`config.mk`:
```
export PLATFORM = sky130hd
export DESIGN_NAME = build_info_streamer
export DESIGN_NICKNAME = d
export VERILOG_FILES = /design/src/rtl/build_info_pkg.sv /design/src/rtl/build_info_streamer_bis_byte_mux.sv /design/src/rtl/build_info_streamer.sv
export SDC_FILE = /design/constraint.sdc
export NUM_CORES = 1
export LEC_CHECK = 0
export BUFFER_PORTS_ARGS = -buffer_cell sky130_fd_sc_hd__buf_2
export CAP_MARGIN = 25
export CORE_UTILIZATION = 45
export CTS_BUF_LIST = sky130_fd_sc_hd__clkbuf_4 sky130_fd_sc_hd__clkbuf_8 sky130_fd_sc_hd__clkbuf_16
export CTS_CLUSTER_SIZE = 28
export DETAILED_ROUTE_END_ITERATION = 16
export PLACE_DENSITY = 0.68
export SKIP_LAST_GASP = 1
export SYNTH_ARGS = -nofsm -noshare
export SYNTH_HDL_FRONTEND = slang
export SYNTH_SLANG_ARGS = --single-unit
```
`constraint.sdc`:
```
create_clock -name clk100 -period 13.56 [get_ports clk100]
set_input_delay 1.356 -clock clk100 [delete_from_list [all_inputs] [get_ports clk100]]
set_output_delay 1.356 -clock clk100 [all_outputs]
set_load 0.005 [all_outputs]
```
`src/rtl/build_info_pkg.sv`:
```
// Shared state encoding, frame geometry and ASCII helper for build_info_streamer.
package build_info_pkg;

  typedef logic [2:0] bis_state_t;

  localparam bis_state_t S_IDLE = 3'd0;
  localparam bis_state_t S_SCAN = 3'd1;
  localparam bis_state_t S_HDR  = 3'd2;
  localparam bis_state_t S_IDX  = 3'd3;
  localparam bis_state_t S_HASH = 3'd4;
  localparam bis_state_t S_TS   = 3'd5;
  localparam bis_state_t S_TRL  = 3'd6;
  localparam bis_state_t S_DONE = 3'd7;

  localparam int BYTES_HASH        = 8;
  localparam int BYTES_TS          = 4;
  localparam int BIN_BYTES_PER_SRC = 14;
  localparam int ASC_CHARS_PER_SRC = 27;

  function automatic logic [7:0] hex_char(input logic [3:0] nib);
    return (nib < 4'd10) ? (8'h30 + {4'h0, nib}) : (8'h37 + {4'h0, nib});
  endfunction

endpackage

```
`src/rtl/build_info_streamer_bis_byte_mux.sv`:
```
// Combinational pick of the next stream byte from the snapshot.
// BUILD_INFO_ASCII_EN switches idx/hash/ts bytes to two ASCII hex chars.
module bis_byte_mux
  import build_info_pkg::*;
#(
  parameter int          N_SRC    = 3,
  parameter int          IW       = 2,
  parameter logic [7:0]  HDR_BYTE = 8'hA5,
  parameter logic [7:0]  TRL_BYTE = 8'h0A
) (
  input  bis_state_t             state,
  input  logic [IW-1:0]          src_idx,
  input  logic [2:0]             byte_cnt,
`ifdef BUILD_INFO_ASCII_EN
  input  logic                   nib_hi,
`endif
  input  logic [N_SRC*64-1:0]    hash_snap,
  input  logic [N_SRC*32-1:0]    ts_snap,
  output logic [7:0]             cur_byte
);

  logic [63:0] hash_sel;
  logic [31:0] ts_sel;
  logic [7:0]  hash_b;
  logic [7:0]  ts_b;
  logic [7:0]  raw;

  always_comb begin
    hash_sel = '0;
    ts_sel   = '0;
    hash_b   = '0;
    ts_b     = '0;
    for (int k = 0; k < N_SRC; k++) begin
      if (src_idx == IW'(k)) begin
        hash_sel = hash_snap[k*64 +: 64];
        ts_sel   = ts_snap[k*32 +: 32];
      end
    end
    for (int b = 0; b < BYTES_HASH; b++)
      if (byte_cnt == 3'(b)) hash_b = hash_sel[b*8 +: 8];
    for (int b = 0; b < BYTES_TS; b++)
      if (byte_cnt == 3'(b)) ts_b = ts_sel[b*8 +: 8];
  end

  always_comb begin
    raw = '0;
    case (state)
      S_IDX:   raw = 8'(src_idx);
      S_HASH:  raw = hash_b;
      S_TS:    raw = ts_b;
      default: raw = '0;
    endcase
  end

  always_comb begin
    cur_byte = '0;
    case (state)
`ifdef BUILD_INFO_ASCII_EN
      S_HDR:               cur_byte = 8'h23;
      S_IDX, S_HASH, S_TS: cur_byte = hex_char(nib_hi ? raw[7:4] : raw[3:0]);
`else
      S_HDR:               cur_byte = HDR_BYTE;
      S_IDX, S_HASH, S_TS: cur_byte = raw;
`endif
      S_TRL:               cur_byte = TRL_BYTE;
      default:             cur_byte = '0;
    endcase
  end

endmodule

```
`src/rtl/build_info_streamer.sv`:
```
// Frames snapshotted build-ID words into a valid/ready byte stream.
// BUILD_INFO_ASCII_EN selects the ASCII-hex frame variant.
//
// state  | meaning
// IDLE   | waiting for start_i
// SCAN   | testing mask bit of src_idx, one source per cycle
// HDR    | header byte
// IDX    | source index byte
// HASH   | hash bytes, byte_cnt 7..0
// TS     | timestamp bytes, byte_cnt 3..0
// TRL    | trailer byte
// DONE   | one-cycle done pulse
module build_info_streamer
  import build_info_pkg::*;
#(
  parameter int          N_SRC    = 3,
  parameter logic [7:0]  HDR_BYTE = 8'hA5,
  parameter logic [7:0]  TRL_BYTE = 8'h0A
) (
  input  logic                   clk100,
  input  logic                   rst,
  input  logic                   start_i,
  input  logic [N_SRC-1:0]       src_mask_i,
  input  logic [N_SRC*64-1:0]    hash_i,
  input  logic [N_SRC*32-1:0]    ts_i,
  output logic [7:0]             tdata_o,
  output logic                   tvalid_o,
  input  logic                   tready_i,
  output logic                   busy_o,
  output logic                   done_o
);

  localparam int IW = $clog2(N_SRC + 1);

  bis_state_t            state, nxt_state;
  logic [IW-1:0]         src_idx, nxt_idx;
  logic [2:0]            byte_cnt, nxt_cnt;
  logic [N_SRC-1:0]      mask_snap;
  logic [N_SRC*64-1:0]   hash_snap;
  logic [N_SRC*32-1:0]   ts_snap;
  logic                  xfer, last_src, mask_bit, byte_last, emit;
  logic [7:0]            nxt_byte;
`ifdef BUILD_INFO_ASCII_EN
  logic                  nib_hi, nxt_nib;
  assign byte_last = ~nib_hi;
`else
  assign byte_last = 1'b1;
`endif

  assign xfer     = tvalid_o & tready_i;
  assign last_src = (src_idx == IW'(N_SRC - 1));

  always_comb begin
    mask_bit = 1'b0;
    for (int k = 0; k < N_SRC; k++)
      if (src_idx == IW'(k)) mask_bit = mask_snap[k];
  end

  always_comb begin
    nxt_state = state;
    nxt_idx   = src_idx;
    nxt_cnt   = byte_cnt;
`ifdef BUILD_INFO_ASCII_EN
    nxt_nib   = nib_hi;
    if (xfer && (state == S_HDR)) nxt_nib = 1'b1;
    if (xfer && (state == S_IDX || state == S_HASH || state == S_TS)) nxt_nib = ~nib_hi;
`endif
    case (state)
      S_IDLE: if (start_i) begin
        nxt_state = S_SCAN;
        nxt_idx   = '0;
        nxt_cnt   = '0;
      end
      S_SCAN: begin
        if (mask_bit) nxt_state = S_HDR;
        else begin
          nxt_idx = src_idx + IW'(1);
          if (last_src) nxt_state = S_TRL;
        end
      end
      S_HDR: if (xfer) nxt_state = S_IDX;
      S_IDX: if (xfer && byte_last) begin
        nxt_state = S_HASH;
        nxt_cnt   = 3'(BYTES_HASH - 1);
      end
      S_HASH: if (xfer && byte_last) begin
        if (byte_cnt == 3'd0) begin
          nxt_state = S_TS;
          nxt_cnt   = 3'(BYTES_TS - 1);
        end else nxt_cnt = byte_cnt - 3'd1;
      end
      S_TS: if (xfer && byte_last) begin
        if (byte_cnt == 3'd0) begin
          nxt_idx   = src_idx + IW'(1);
          nxt_state = last_src ? S_TRL : S_SCAN;
        end else nxt_cnt = byte_cnt - 3'd1;
      end
      S_TRL:   if (xfer) nxt_state = S_DONE;
      S_DONE:  nxt_state = S_IDLE;
      default: nxt_state = S_IDLE;
    endcase
  end

  // Mux looks at next-cycle selectors so tdata_o can be a plain register.
  bis_byte_mux #(
    .N_SRC    (N_SRC),
    .IW       (IW),
    .HDR_BYTE (HDR_BYTE),
    .TRL_BYTE (TRL_BYTE)
  ) u_mux (
    .state     (nxt_state),
    .src_idx   (nxt_idx),
    .byte_cnt  (nxt_cnt),
`ifdef BUILD_INFO_ASCII_EN
    .nib_hi    (nxt_nib),
`endif
    .hash_snap (hash_snap),
    .ts_snap   (ts_snap),
    .cur_byte  (nxt_byte)
  );

  assign emit = (nxt_state == S_HDR) || (nxt_state == S_IDX) || (nxt_state == S_HASH) ||
                (nxt_state == S_TS)  || (nxt_state == S_TRL);

  always_ff @(posedge clk100 or posedge rst) begin
    if (rst) begin
      state     <= S_IDLE;
      src_idx   <= '0;
      byte_cnt  <= '0;
      mask_snap <= '0;
      hash_snap <= '0;
      ts_snap   <= '0;
      tdata_o   <= '0;
      tvalid_o  <= 1'b0;
      busy_o    <= 1'b0;
      done_o    <= 1'b0;
`ifdef BUILD_INFO_ASCII_EN
      nib_hi    <= 1'b1;
`endif
    end else begin
      state    <= nxt_state;
      src_idx  <= nxt_idx;
      byte_cnt <= nxt_cnt;
`ifdef BUILD_INFO_ASCII_EN
      nib_hi   <= nxt_nib;
`endif
      if (state == S_IDLE && start_i) begin
        mask_snap <= src_mask_i;
        hash_snap <= hash_i;
        ts_snap   <= ts_i;
      end
      tvalid_o <= emit;
      tdata_o  <= emit ? nxt_byte : 8'h00;
      busy_o   <= (nxt_state != S_IDLE) && (nxt_state != S_DONE);
      done_o   <= (nxt_state == S_DONE);
    end
  end

endmodule

```
* Yosys cells after proc, flatten, opt, wreduce, memory -nomap -nowiden
Cells that the tools add are included.
** Storage, ports and cells
- Logic and storage cells :: 99
- Output and inout bits :: 11
- Register bits :: 310
- Bits of input ports :: 295
** Cells by class
- Reductions and logical operators :: 13
- Mux-type cells :: 48
- Equal/unequal tests :: 25
- Bitwise gates (word level) :: 1
- Add/subtract/negate cells :: 2
** Operators by type and width (count)
- 64-bit two-way mux :: 3
- 8-bit two-way mux :: 13
- 32-bit two-way mux :: 3
- 3-bit two-way mux :: 17
- 8-bit case mux with 3 select lines :: 2
- 3-bit equality test (second input constant) :: 12
- 3-bit case mux with 8 select lines :: 1
- 3-bit by 2-bit equality test with 1-bit output (second input constant) :: 6
- 3-bit case mux with 4 select lines :: 1
- 3-bit zero test :: 3
- 2-bit two-way mux :: 4
- 3-bit by 1-bit equality test with 1-bit output (second input constant) :: 2
- 2-bit case mux with 3 select lines :: 1
- 2-bit by 1-bit equality test with 1-bit output (second input constant) :: 2
- 2-bit equality test (second input constant) :: 2
- 2-bit zero test :: 2
- 1-bit logical OR :: 4
- 1-bit two-way mux :: 3
- 3-bit inequality test (second input constant) :: 1
- 3-bit nonzero test :: 1
- 3-bit OR reduction :: 1
- 3-bit by 1-bit subtractor with 3-bit output (second input constant) :: 1
- 2-bit by 1-bit adder with 2-bit output (second input constant) :: 1
- 1-bit logical AND :: 2
- 1-bit AND :: 1

* Depth between registers and ports, before layout
- Word-level depth :: 21
- Depth in mapped cells :: 16
- Gate-level depth less buffers :: 14

* Hierarchy
A second synthesis with hierarchy kept.
** Second synthesis, totals
- Cells, all modules :: 1187
- Area, all modules :: 14868.0 um2
** By module, submodules not included
- build_info_streamer :: cells an instance 736, times used 1, area each 11915.2 um2
- bis_byte_mux :: cells an instance 451, times used 1, area each 2952.8 um2

* Least setup slack after synthesis
OpenSTA, ideal clock, no wires.
- Kind :: input to register
- Start point :: input tready_i
- End point :: register tdata_o[2]
- Data required time :: 13.428 ns
- Stages on the path :: 12
- Data arrival time :: 3.445 ns
- Slack :: 9.983 ns
- Cell sequence :: and4b_1 buf_2 nor3_1 a221o_1 nor2_4 inv_2 buf_2 mux2_2 a221oi_1 nor3_1 a221oi_1 o21ai_1
** Between the ends
- Cells in the longest elaborated chain, start to end :: 18
- Elaborated cells on any way between the ends :: 55
- Those cells by class :: eq/ne: 14; mux: 33; bitwise: 1; reduce/logical: 7
** Ends and longest elaborated chain
- start, declared :: RTL line build_info_streamer.sv:28 : input logic tready_i,
- 1-bit AND (*) :: RTL line build_info_streamer.sv:50 : assign xfer = tvalid_o & tready_i;
- 2-bit two-way mux :: RTL line build_info_streamer.sv:92 : S_TS: if (xfer && byte_last) begin
- 2-bit case mux with 3 select lines :: RTL line build_info_streamer.sv:68 : case (state)
- 2-bit zero test :: RTL line build_info_streamer_bis_byte_mux.sv:34 : if (src_idx == IW'(k)) begin
- 64-bit two-way mux (3 in series) :: RTL line build_info_streamer_bis_byte_mux.sv:34
- 8-bit two-way mux (8 in series) :: RTL line build_info_streamer_bis_byte_mux.sv:40 : if (byte_cnt == 3'(b)) hash_b = hash_sel[b*8 +: 8];
- 8-bit case mux with 3 select lines :: RTL line build_info_streamer_bis_byte_mux.sv:47 : case (state)
- 8-bit case mux with 3 select lines :: RTL line build_info_streamer_bis_byte_mux.sv:57 : case (state)
- 8-bit two-way mux (*) :: RTL line build_info_streamer.sv:153 : tdata_o <= emit ? nxt_byte : 8'h00;
- end signal, assigned :: RTL line build_info_streamer.sv:153
- end, declared :: RTL line build_info_streamer.sv:26 : output logic [7:0] tdata_o,
Every way passes the cells marked *; elsewhere a longest branch is shown, timed or not.
A chain may end at the register's enable or synchronous reset.

* Worst setup path after layout
- Start point :: input tready_i
- End point :: register tdata_o[0]
The elaborated chain is that of the path after synthesis.

==> results.json <==
{
  "core_mm2": 0.0319,
  "critical_path.startpoint_type": "input pin",
  "portBuffers": 305,
  "cp.buffers_inverters": 5,
  "cts.repair_timing.setup_buffer_count": 0,
  "synthesized_area_fraction_occupied_by_adder_cells_pct": 0.510,
  "tritoncts": "done",
  "floorplan.die.height_um": 183,
  "max_cap_viol_count": 0,
  "postSynthRegisterBits": 310,
  "criticalPathCategory": "in -> reg",
  "gpl.final_weighted_congestion": 0.868,
  "fp-row-count": 65,
  "critical_path_arrival_ns": 5.69,
  "dpl.hpwl_mm": 30.3,
  "ant_nets": 0,
  "clk_transition_reported_paths_ns": 0.06,
  "synth_top_family_by_area": "multiplexers",
  "detailedRoute.firstIterationViolations": 790,
  "synth_edf_count": 0,
  "main_flop_type_after_synthesis": "dfrtp_1",
  "clock_tree.buffer_depth": 3,
  "yosys-mux-area-fraction_pct": 27.3,
  "post_synth.cell_area_avg_um2": 12.5,
  "hold_vio_cnt_final": 0,
  "detail_route.vias_per_cell": 5.65,
  "synth-simple-area-share_pct": 5.72,
  "drt_drc_violations_left": 0,
  "synthDominantAreaCellType": "dfrtp_1",
  "timing.final.crit_share_pct": 39.2,
  "areaGrowthSynthToFinish_pct": 20.4,
  "clk-insertion-delay-late_ns": 0.52,
  "h-tree-depth": 2,
  "numClockSinks": 310,
  "crit_chain": "buf_2, and4b_1, nor3_1, a221o_1, buf_4, nor2_4, buf_4, clkinv_2, buf_4, mux2_2, a221oi_1, o2111ai_1, a211oi_1, o41ai_1",
  "synth_xor_xnor_area_share_pct": 0.0596,
  "vdd_ir_drop_max_mv": 0.173,
  "drt_wl_total_mm": 43.1,
  "yosysTopAreaCellShare_pct": 52.7,
  "nets": 1755,
  "yosys.cell_count.top_type": "mux2_2",
  "crit_fanout": 33,
  "synth_top_cells_by_area": "dfrtp_1 (53%), mux2_2 (24%), mux2i_1 (2.9%), o21ai_0 (2.6%), a21oi_1 (2.0%)",
  "finalCriticalPeriod_ns": 5.31,
  "worst_max_slew_margin_expressed_relative_to_the_limit_pct": 27.2,
  "path_common_cell": "buf_4",
  "place_worst_setup_slack_ns": 7.75,
  "cts_resized": 0,
  "syn-cell-area_mm2": 0.0147,
  "synth_compound_gate_area_share_pct": 10.8,
  "fin_worst_skew_ns": 0.0240,
  "worst_path_largest_cell_delay_ns": 0.67,
  "worst_pin_slew_ns": 1.09,
  "antenna_violations_before_repair": 4,
  "layout-drive-gt1-share_pct": 48.4,
  "cp_slowest_cell": "clkinv_2",
  "floorplan.die_area_mm2": 0.0334,
  "synth-seq-area-share_pct": 52.7,
  "power.density_cell_area_mw_per_mm2": 267,
  "die_width_um": 183,
  "total_routing_usage_reported_by_global_routing_pct": 26.1,
  "result_of_the_run": "finished clean",
  "synth_instances": 1176,
  "clock_tree.root_cell": "clkbuf_16",
  "wire_length_of_the_first_global_routing_pass_mm": 66.3,
  "fin_ws_ns": 8.25,
  "routed_wire_length_per_instance_um": 22.5,
  "critical_path.top_delay_family": "buffers and inverters",
  "maxSlewViolCount": 0,
  "ioPinCount": 306,
  "hp-class": "reg -> reg",
  "setup_viol": 0,
  "grt_max_degree": 190,
  "ys_async_sr_fraction_pct": 100,
  "start_util_pct": 46.1,
  "remaining_global_route_overflow": 0,
  "static-leakage-power_nw": 7.82,
  "yosysUniqueCellTypes": 63,
  "synth_common_cells": "mux2_2 (318), dfrtp_1 (310), o21ai_0 (75)",
  "fin_tns_setup_ns": 0,
  "cts_inserted_buffers": 34,
  "timing.fmax_mhz": 188,
  "critical_path_required_ns": 13.94,
  "detail_route.first_pass.iterations": 5,
  "synth_fp_nets": 1477,
  "num_vias": 10822,
  "synth_warnings": 0,
  "grt_setup_unrepaired": "false",
  "cts-hold-fix-buffers": 0,
  "critPathCaptureType": "register",
  "number_of_global_route_vias_before_repair": 11211
}
per-layer routing:
metal	part of all wire, %	track usage (%)
met4	2.2	7.13
met1	45	37.5
met5	0.023	0
met2	47	41.5
met3	5.4	3.61
worst register-to-register path: cells and delay by family (launching register included):
family,cells,cell delay [ns]
AOI/OAI and AO/OA,5,1.34
DFF,1,0.44
muxes,2,0.94
buffers and inverters,4,1.85
and+or+nand+nor,2,0.33
adders and majority gates,1,0.28
stage by stage:
stage,hold slack [ns],power [W],instances,utilization (%),area [µm²]
finish,0.502,0.00473,1916,55.6,17700
detailed placement,0.489,0.00381,1852,51.9,16600
CTS,0.503,0.00475,1911,55.4,17700
floorplan,0.472,0.00320,1176,-,14700
global route,0.512,0.00502,1915,55.6,17700
global placement,0.484,0.00376,1852,51.9,16600
power breakdown:
group	internal, W	switching (W)
logic	0.000992	0.00111
clock network	0.000542	0.000378
registers	0.00140	0.000309
total	0.00293	0.00179
registers in the layout, summed over array words and instances, names as in the netlist:
signal / count
hash_snap: 192
ts_snap: 96
tdata_o: 8
byte_cnt: 3
mask_snap: 3
state: 3
src_idx: 2
busy_o: 1
done_o: 1
tvalid_o: 1
cells in the final DEF, fill, tap and decap left out, types with 4 or more instances in the layout:
master	n
o211ai_1	6
a211oi_1	15
a21o_1	6
nand2b_1	5
and2_1	18
a221oi_1	15
a22oi_1	17
nand2_1	58
o21ai_0	75
dfrtp_1	310
ha_1	6
a221o_1	4
clkinv_2	9
mux2_2	318
mux2i_1	41
a211o_1	4
buf_2	305
diode_2	4
inv_1	10
nor2b_1	5
clkbuf_4	5
clkbuf_8	7
nor3_1	7
and3_1	5
clkbuf_16	35
buf_4	11
nand3_1	31
nor2_1	15
a31oi_1	8
a21oi_1	58
area by class of cell:
type,count,area (µm²)
sequential,310,7760
multi-input combinational,773,6530
antenna,4,10.0
clock buffer,47,1010
clock inverter,12,110
tap,435,544
fill,2766,14200
timing repair buffer,319,1680
inverter,16,71.3
cells by family after synthesis:
family	Yosys count
compound gates	241
xor+xnor	1
fa+ha+maj	6
buf+inv	93
flops	310
mux	361
simple gates	164
path summary, 6_finish.rpt:
path | start | end | slack [ns] | cells after the start
max in group asynchronous | rst | hash_snap[62]$_DFFE_PP0P_ | 11.65 | 3
worst min-delay path | hash_snap[119]$_DFFE_PP0P_ | hash_snap[119]$_DFFE_PP0P_ | 0.50 | 1
min in group asynchronous | rst | hash_snap[22]$_DFFE_PP0P_ | 0.73 | 2
worst min register to register | hash_snap[119]$_DFFE_PP0P_ | hash_snap[119]$_DFFE_PP0P_ | 0.50 | 1
worst max-delay path | tready_i | tdata_o[0]$_DFF_PP0_ | 8.25 | 14
worst max register to register | src_idx[0]$_DFF_PP0_ | tdata_o[0]$_DFF_PP0_ | 8.26 | 14
Note: power is estimated with default switching activity, not from simulation.
